===== config.mk =====
export PLATFORM = sky130hd
export DESIGN_NAME = mips32_ram_ctrl_flat
export DESIGN_NICKNAME = d
export VERILOG_FILES = /design/src/rtl/mips32_mem_pkg.sv /design/src/rtl/mips32_ram_ctrl_if.sv /design/src/rtl/mips32_ram_ctrl.sv /design/src/flat_wrapper.sv
export SDC_FILE = /design/constraint.sdc
export NUM_CORES = 1
export LEC_CHECK = 0
export CAP_MARGIN = 10
export CORE_ASPECT_RATIO = 1.4
export CORE_UTILIZATION = 30
export CTS_CLUSTER_SIZE = 20
export DETAILED_ROUTE_END_ITERATION = 10
export GPL_TIMING_DRIVEN = 0
export PLACE_DENSITY_LB_ADDON = 0.1
export SLEW_MARGIN = 30
export SYNTH_ARGS = -nofsm -noshare
export SYNTH_HDL_FRONTEND = slang
export SYNTH_SLANG_ARGS = --single-unit
export TNS_END_PERCENT = 20

===== constraint.sdc =====
create_clock -name clock -period 3.5 [get_ports clock]
set_input_delay 0.35 -clock clock [delete_from_list [all_inputs] [get_ports clock]]
set_output_delay 0.35 -clock clock [all_outputs]
set_load 0.01 [all_outputs]

===== src/rtl/mips32_mem_pkg.sv =====
// Shared types and constants for the MIPS32 data-memory controller.
package mips32_mem_pkg;

    localparam int LANES      = 4;
    localparam int WORD_W     = 32;
    localparam int WAIT_CNT_W = 4;

    typedef enum logic [1:0] {
        IDLE   = 2'd0,
        RD_LAT = 2'd1,
        WAIT   = 2'd2,
        DONE   = 2'd3
    } ctrlState_e;

    // Any set byte lane turns a request into a write.
    function automatic logic isWriteReq(input logic [LANES-1:0] lanes);
        return |lanes;
    endfunction

endpackage


===== src/rtl/mips32_ram_ctrl_if.sv =====
// Core data-memory bus plus block-RAM port bundle; master is the core/RAM side,
// slave is the controller.
interface mips32_ram_ctrl_if #(
    parameter int AWIDTH = 12
);
    import mips32_mem_pkg::*;

    logic [WORD_W-1:0] cpuAddr;
    logic              cpuRead;
    logic [LANES-1:0]  cpuWrite;
    logic [WORD_W-1:0] cpuWriteData;
    logic [WORD_W-1:0] cpuReadData;
    logic              cpuReady;
    logic              cpuError;
    logic [AWIDTH-1:0] ramReadAddr;
    logic              ramReadEnable;
    logic [WORD_W-1:0] ramReadData;
    logic [AWIDTH-1:0] ramWriteAddr;
    logic [WORD_W-1:0] ramWriteData;
    logic [LANES-1:0]  ramWriteLane;
    logic              ramWriteEnable;

    modport master (
        output cpuAddr, cpuRead, cpuWrite, cpuWriteData, ramReadData,
        input  cpuReadData, cpuReady, cpuError,
        input  ramReadAddr, ramReadEnable, ramWriteAddr, ramWriteData,
        input  ramWriteLane, ramWriteEnable
    );

    modport slave (
        input  cpuAddr, cpuRead, cpuWrite, cpuWriteData, ramReadData,
        output cpuReadData, cpuReady, cpuError,
        output ramReadAddr, ramReadEnable, ramWriteAddr, ramWriteData,
        output ramWriteLane, ramWriteEnable
    );

endinterface


===== src/rtl/mips32_ram_ctrl.sv =====
// Single-outstanding bus responder between the MIPS32 data port and a registered-read block RAM.
// Optional address bounds checking is enabled with `define MIPS32_RAM_CTRL_BOUNDS_EN.
module mips32_ram_ctrl
    import mips32_mem_pkg::*;
#(
    parameter int AWIDTH      = 12,
    parameter int WAIT_STATES = 0
) (
    input  logic             clock,
    input  logic             reset,
    mips32_ram_ctrl_if.slave bus
);

    localparam logic [WAIT_CNT_W-1:0] WAIT_LOAD =
        (WAIT_STATES > 0) ? WAIT_CNT_W'(WAIT_STATES - 1) : {WAIT_CNT_W{1'b0}};

    ctrlState_e              state_r;
    logic [WAIT_CNT_W-1:0]   waitCount_r;
    logic                    opWrite_r;
    logic [WORD_W-1:0]       readData_r;
    logic                    ready_r;
    logic                    error_r;
    logic [AWIDTH-1:0]       writeAddr_r;
    logic [WORD_W-1:0]       writeData_r;
    logic [LANES-1:0]        writeLane_r;
    logic                    writeEnable_r;

    logic                    writeReq_s;
    logic                    outOfRange_s;
    logic                    readEnable_s;
    logic                    unusedAddr_s;

    assign writeReq_s = isWriteReq(bus.cpuWrite);

`ifdef MIPS32_RAM_CTRL_BOUNDS_EN
    assign outOfRange_s = |bus.cpuAddr[WORD_W-1:AWIDTH+2];
    assign unusedAddr_s = ^bus.cpuAddr[1:0];
`else
    // Upper address bits alias modulo the RAM size.
    assign outOfRange_s = 1'b0;
    assign unusedAddr_s = ^{bus.cpuAddr[WORD_W-1:AWIDTH+2], bus.cpuAddr[1:0]};
`endif

    // Read strobe is issued straight from the IDLE request so the RAM registers the address in T0.
    always_comb begin
        readEnable_s = 1'b0;
        if (reset && (state_r == IDLE) && bus.cpuRead && !writeReq_s && !outOfRange_s) begin
            readEnable_s = 1'b1;
        end else begin
            readEnable_s = 1'b0;
        end
    end

    assign bus.ramReadEnable  = readEnable_s;
    assign bus.ramReadAddr    = readEnable_s ? bus.cpuAddr[AWIDTH+1:2] : {AWIDTH{1'b0}};
    assign bus.ramWriteAddr   = writeAddr_r;
    assign bus.ramWriteData   = writeData_r;
    assign bus.ramWriteLane   = writeLane_r;
    assign bus.ramWriteEnable = writeEnable_r;
    assign bus.cpuReadData    = readData_r;
    assign bus.cpuReady       = ready_r;
    assign bus.cpuError       = error_r;

    // Access sequencer: RD_LAT doubles as the write strobe cycle, opWrite_r tells the two apart.
    always_ff @(posedge clock or negedge reset) begin
        if (!reset) begin
            state_r       <= IDLE;
            waitCount_r   <= {WAIT_CNT_W{1'b0}};
            opWrite_r     <= 1'b0;
            readData_r    <= {WORD_W{1'b0}};
            ready_r       <= 1'b0;
            error_r       <= 1'b0;
            writeAddr_r   <= {AWIDTH{1'b0}};
            writeData_r   <= {WORD_W{1'b0}};
            writeLane_r   <= {LANES{1'b0}};
            writeEnable_r <= 1'b0;
        end else begin
            ready_r       <= 1'b0;
            error_r       <= 1'b0;
            writeLane_r   <= {LANES{1'b0}};
            writeEnable_r <= 1'b0;
            case (state_r)
                IDLE: begin
                    if (writeReq_s || bus.cpuRead) begin
                        if (outOfRange_s) begin
                            state_r <= DONE;
                            ready_r <= 1'b1;
                            error_r <= 1'b1;
                            if (!writeReq_s) begin
                                readData_r <= {WORD_W{1'b0}};
                            end
                        end else if (writeReq_s) begin
                            writeAddr_r   <= bus.cpuAddr[AWIDTH+1:2];
                            writeData_r   <= bus.cpuWriteData;
                            writeLane_r   <= bus.cpuWrite;
                            writeEnable_r <= 1'b1;
                            opWrite_r     <= 1'b1;
                            state_r       <= RD_LAT;
                        end else begin
                            opWrite_r <= 1'b0;
                            state_r   <= RD_LAT;
                        end
                    end else begin
                        state_r <= IDLE;
                    end
                end
                RD_LAT: begin
                    if (!opWrite_r) begin
                        readData_r <= bus.ramReadData;
                    end
                    if (WAIT_STATES == 0) begin
                        state_r <= DONE;
                        ready_r <= 1'b1;
                    end else begin
                        state_r     <= WAIT;
                        waitCount_r <= WAIT_LOAD;
                    end
                end
                WAIT: begin
                    if (waitCount_r == {WAIT_CNT_W{1'b0}}) begin
                        state_r <= DONE;
                        ready_r <= 1'b1;
                    end else begin
                        waitCount_r <= waitCount_r - {{(WAIT_CNT_W-1){1'b0}}, 1'b1};
                    end
                end
                DONE: begin
                    state_r <= IDLE;
                end
                default: begin
                    state_r <= IDLE;
                end
            endcase
        end
    end

endmodule

===== src/flat_wrapper.sv =====
// flat-port wrapper written by rule: the top's interface ports become plain ports
module mips32_ram_ctrl_flat import mips32_mem_pkg::*;
#(
    parameter int AWIDTH      = 12,
    parameter int WAIT_STATES = 0
)
  (clock, reset, bus_cpuAddr, bus_cpuRead, bus_cpuWrite, bus_cpuWriteData, bus_ramReadData, bus_cpuReadData, bus_cpuReady, bus_cpuError, bus_ramReadAddr, bus_ramReadEnable, bus_ramWriteAddr, bus_ramWriteData, bus_ramWriteLane, bus_ramWriteEnable);
  mips32_ram_ctrl_if #(.AWIDTH(AWIDTH)) bus_i ();
  input  logic clock;
  input  logic reset;
  input wire logic [$bits(bus_i.cpuAddr)-1:0] bus_cpuAddr;
  input wire logic [$bits(bus_i.cpuRead)-1:0] bus_cpuRead;
  input wire logic [$bits(bus_i.cpuWrite)-1:0] bus_cpuWrite;
  input wire logic [$bits(bus_i.cpuWriteData)-1:0] bus_cpuWriteData;
  input wire logic [$bits(bus_i.ramReadData)-1:0] bus_ramReadData;
  output wire logic [$bits(bus_i.cpuReadData)-1:0] bus_cpuReadData;
  output wire logic [$bits(bus_i.cpuReady)-1:0] bus_cpuReady;
  output wire logic [$bits(bus_i.cpuError)-1:0] bus_cpuError;
  output wire logic [$bits(bus_i.ramReadAddr)-1:0] bus_ramReadAddr;
  output wire logic [$bits(bus_i.ramReadEnable)-1:0] bus_ramReadEnable;
  output wire logic [$bits(bus_i.ramWriteAddr)-1:0] bus_ramWriteAddr;
  output wire logic [$bits(bus_i.ramWriteData)-1:0] bus_ramWriteData;
  output wire logic [$bits(bus_i.ramWriteLane)-1:0] bus_ramWriteLane;
  output wire logic [$bits(bus_i.ramWriteEnable)-1:0] bus_ramWriteEnable;
  assign bus_i.cpuAddr = bus_cpuAddr;
  assign bus_i.cpuRead = bus_cpuRead;
  assign bus_i.cpuWrite = bus_cpuWrite;
  assign bus_i.cpuWriteData = bus_cpuWriteData;
  assign bus_i.ramReadData = bus_ramReadData;
  assign bus_cpuReadData = bus_i.cpuReadData;
  assign bus_cpuReady = bus_i.cpuReady;
  assign bus_cpuError = bus_i.cpuError;
  assign bus_ramReadAddr = bus_i.ramReadAddr;
  assign bus_ramReadEnable = bus_i.ramReadEnable;
  assign bus_ramWriteAddr = bus_i.ramWriteAddr;
  assign bus_ramWriteData = bus_i.ramWriteData;
  assign bus_ramWriteLane = bus_i.ramWriteLane;
  assign bus_ramWriteEnable = bus_i.ramWriteEnable;
  mips32_ram_ctrl #(.AWIDTH(AWIDTH), .WAIT_STATES(WAIT_STATES)) u_core (.clock(clock), .reset(reset), .bus(bus_i));
endmodule

==> run_results.csv <==
group,metric,value,unit
run_status,status,"complete, no violations",
global_routing,grt_pass1_vias,2558,
yosys,synth_cell_types,28,
worst_setup_path,end_kind,"primary output",
placed_design,hpwl,6.38,mm
drt,viasPerCell,4.33,
power_and_ir_drop,p_total,5190,uW
clocking,cts_buffer_depth,2,
placed_design,numPortBuffers,177,
worst_setup_path,crit_required,3.15,ns
power_and_ir_drop,p_sw,1520,uW
drt,routedWlPerCell,15.0,um
final_layout,nets,526,
timing,worst_slack,0.420,ns
final_layout,drive_above_1_share,25.3,%
floorplanning,io_pins,199,
clocking,cts_tree,"built",
worst_setup_path,crit_type,"input pin to primary output",
power_and_ir_drop,pwr-share-clk,17.4,%
clocking,cts_setup_buffers,0,
placed_design,routabilityCongestion,0.669,
power_and_ir_drop,vdd_drop_max,0.000302,V
timing,holdWs,0.426,ns
yosys,syn_area_per_cell,16.2,um2
global_routing,grt_usage,14.1,%
floorplanning,dieArea,12800,um2
clocking,cts-root-buf,"clkbuf_16",
final_layout,final_common_cell,"clkdlybuf4s50_1",
clocking,cts_sinks,89,
timing,final.period_utilization,88.0,%
timing,skew,0.00960,ns
power_and_ir_drop,p_per_area,868,nW/um2
drt,vias,2468,
timing,slew_viol_final,0,
clocking,clk_latency,0.34,ns
timing,fmax,325,MHz
yosys,syn_inst,228,
worst_setup_path,arrival,2.73,ns
timing,setup_violations,0,
timing,hold_viol,0,
worst_setup_path,cp_max_fo,68,
final_layout,area_delta_synth_final,61.5,%
floorplanning,die_y,133,um
power_and_ir_drop,power_frac_comb,48.5,%
job,cap_violations,0,
drt,drc,0,
yosys,synth_warnings,0,
worst_setup_path,cpMaxStageDelayCell,"dlygate4sd3_1",
timing,fin_crit,3.08,ns
floorplanning,num_rows,47,
clocking,cts_htree_levels,3,
clocking,numCtsBuffers,9,
power_and_ir_drop,p_leak,0.00264,uW
drt,first_pass_iters,2,
final_layout,final_cell_mix,"clkdlybuf4s50_1, dfrtp_1, mux2_4, mux2_2, and2_1",
final_layout,antennaDiodeCount,0,
drt,final_antenna_net_count,0,
power_and_ir_drop,power.share.sequential,34.1,%
timing,grt_setup_unrepaired,"no",
power_and_ir_drop,p_sw_share,29.2,%
placed_design,pre_cts_ws,0.752,ns
yosys,syn-num-nets,336,
yosys,seq_area_frac_synth,60.2,%
clocking,cts_resized,0,
worst_setup_path,worst_setup_path_start_kind,"input pin",
global_routing,grt_max_degree,69,
clocking,path_clk_slew,0.07,ns
global_routing,gr-total-overflow,0,
min_path,hold_class,"input pin to async pin",
power_and_ir_drop,internal_power,3670,uW
drt,wirelength,8.57,mm
drt,drtIter0Drc,50,
timing,tns,0,ns
worst_setup_path,path_cells,"dlygate4sd3_1 -> buf_6 -> buf_16 -> and4_2 -> buf_2 -> and2_1 -> clkdlybuf4s50_1",
global_routing,grt_pass1_wl,13.4,mm
global_routing,grt_antenna_before_repair,0,
yosys,syn-cell-area,3700,um2
worst_setup_path,max_stage_delay,0.54,ns
clocking,postCtsHoldBufs,1,
floorplanning,die_w,95.8,um
floorplanning,core,11900,um2
yosys,ys_ff_latch,89,
floorplanning,start_util,31.0,%
synthesized netlist by cell type:
cell type / count / area [um2]
mux2_2: 38 / 428
buf_4: 1 / 7.51
mux2i_1: 1 / 10.0
buf_12: 4 / 80.1
o21a_1: 1 / 7.51
and2_1: 15 / 93.8
dfrtp_1: 89 / 2230
nand2_1: 6 / 22.5
nand3_1: 1 / 5.00
buf_6: 1 / 11.3
or3b_2: 1 / 8.76
mux2_4: 38 / 571
nor3_1: 2 / 10.0
ha_1: 5 / 62.6
and2_2: 1 / 7.51
clkbuf_1: 1 / 3.75
nand2b_1: 2 / 12.5
nor2_1: 1 / 3.75
mux2_1: 2 / 22.5
nor2b_1: 1 / 6.26
nor4_2: 1 / 12.5
buf_2: 4 / 20.0
xnor2_1: 2 / 17.5
a31oi_1: 1 / 6.26
inv_1: 6 / 22.5
o21ai_0: 1 / 5.00
conb_1: 1 / 3.75
and4_2: 1 / 10.0
kinds of logic (layout without fill, tap and decap cells):
group | count (synthesis) | in the layout | share of synthesized area (%)
AOI/OAI and AO/OA | 3 | 3 | 0.507
xor gates and xnor gates | 2 | 2 | 0.474
adders and majority gates | 5 | 5 | 1.69
buffers and inverters | 17 | 212 | 3.92
DFF | 89 | 89 | 60.2
muxes | 79 | 79 | 27.9
other | 1 | 1 | 0.101
and+or+nand+nor | 32 | 32 | 5.21
layer usage:
metal	vias up	part of all wire (%)	GRT usage, %
met5	-	0	0
met4	0	2.8	7.13
met3	17	8.0	4.57
met2	98	49	22.4
met1	1192	40	16.7
li1	1161	-	-
worst max-delay path: cells and delay by family:
family | cells | cell delay [ns]
buffers and inverters | 5 | 1.87
AND/OR/NAND/NOR | 2 | 0.48
power groups by stage:
| stage | logic (uW) | clock network (uW) | registers, uW |
|---|---|---|---|
| 4_1_cts | 2570 | 941 | 1770 |
| 2_1_floorplan | 1060 | 0 | 2000 |
| 6_report | 2520 | 904 | 1770 |
| 3_3_place_gp | 2530 | 0 | 1770 |
| 3_5_place_dp | 2560 | 0 | 1780 |
| 5_1_grt | 2690 | 980 | 1830 |
area by class of cell:
| class | instances | area [um2] |
|---|---|---|
| clock inverters | 6 | 50.0 |
| fillers | 1044 | 5970 |
| well taps | 147 | 184 |
| clock buffers | 10 | 229 |
| plain buffers | 11 | 123 |
| repair buffers | 179 | 1810 |
| inverters | 6 | 22.5 |
| flip-flops and latches | 89 | 2230 |
| multi-input cells | 122 | 1330 |
worst paths after layout:
kind	startpoint	end	slack, ns	cells past startpoint
max	reset	bus_ramReadAddr[7]	0.42	7
min	reset	u_core.bus.ramWriteAddr[9]	0.43	2
max reg2reg	u_core.state_r[1]	u_core.bus.cpuReadData[24]	1.66	6
min reg2reg	u_core.opWrite_r	u_core.opWrite_r	0.48	2
max in group asynchronous	reset	u_core.bus.cpuReadData[23]	2.48	3
min in group clock	u_core.opWrite_r	u_core.opWrite_r	0.48	2
sequential cells by signal, indices dropped and copies added (netlist names):
name,count
u_core.bus.cpuReadData,32
u_core.bus.ramWriteData,32
u_core.bus.ramWriteAddr,12
u_core.bus.ramWriteLane,4
u_core.waitCount_r,4
u_core.state_r,2
u_core.bus.cpuReady,1
u_core.bus.ramWriteEnable,1
u_core.opWrite_r,1
metrics by stage:
stage          cell area (um2)  cells  util, %
6_report                  5970    570     50.0
4_1_cts                   5970    570     50.0
3_5_place_dp              5680    553     47.6
5_1_grt                   5970    570     50.0
2_1_floorplan             3700    228        -
3_3_place_gp              5650    552     47.4
Power figures use the tool's default switching activity.
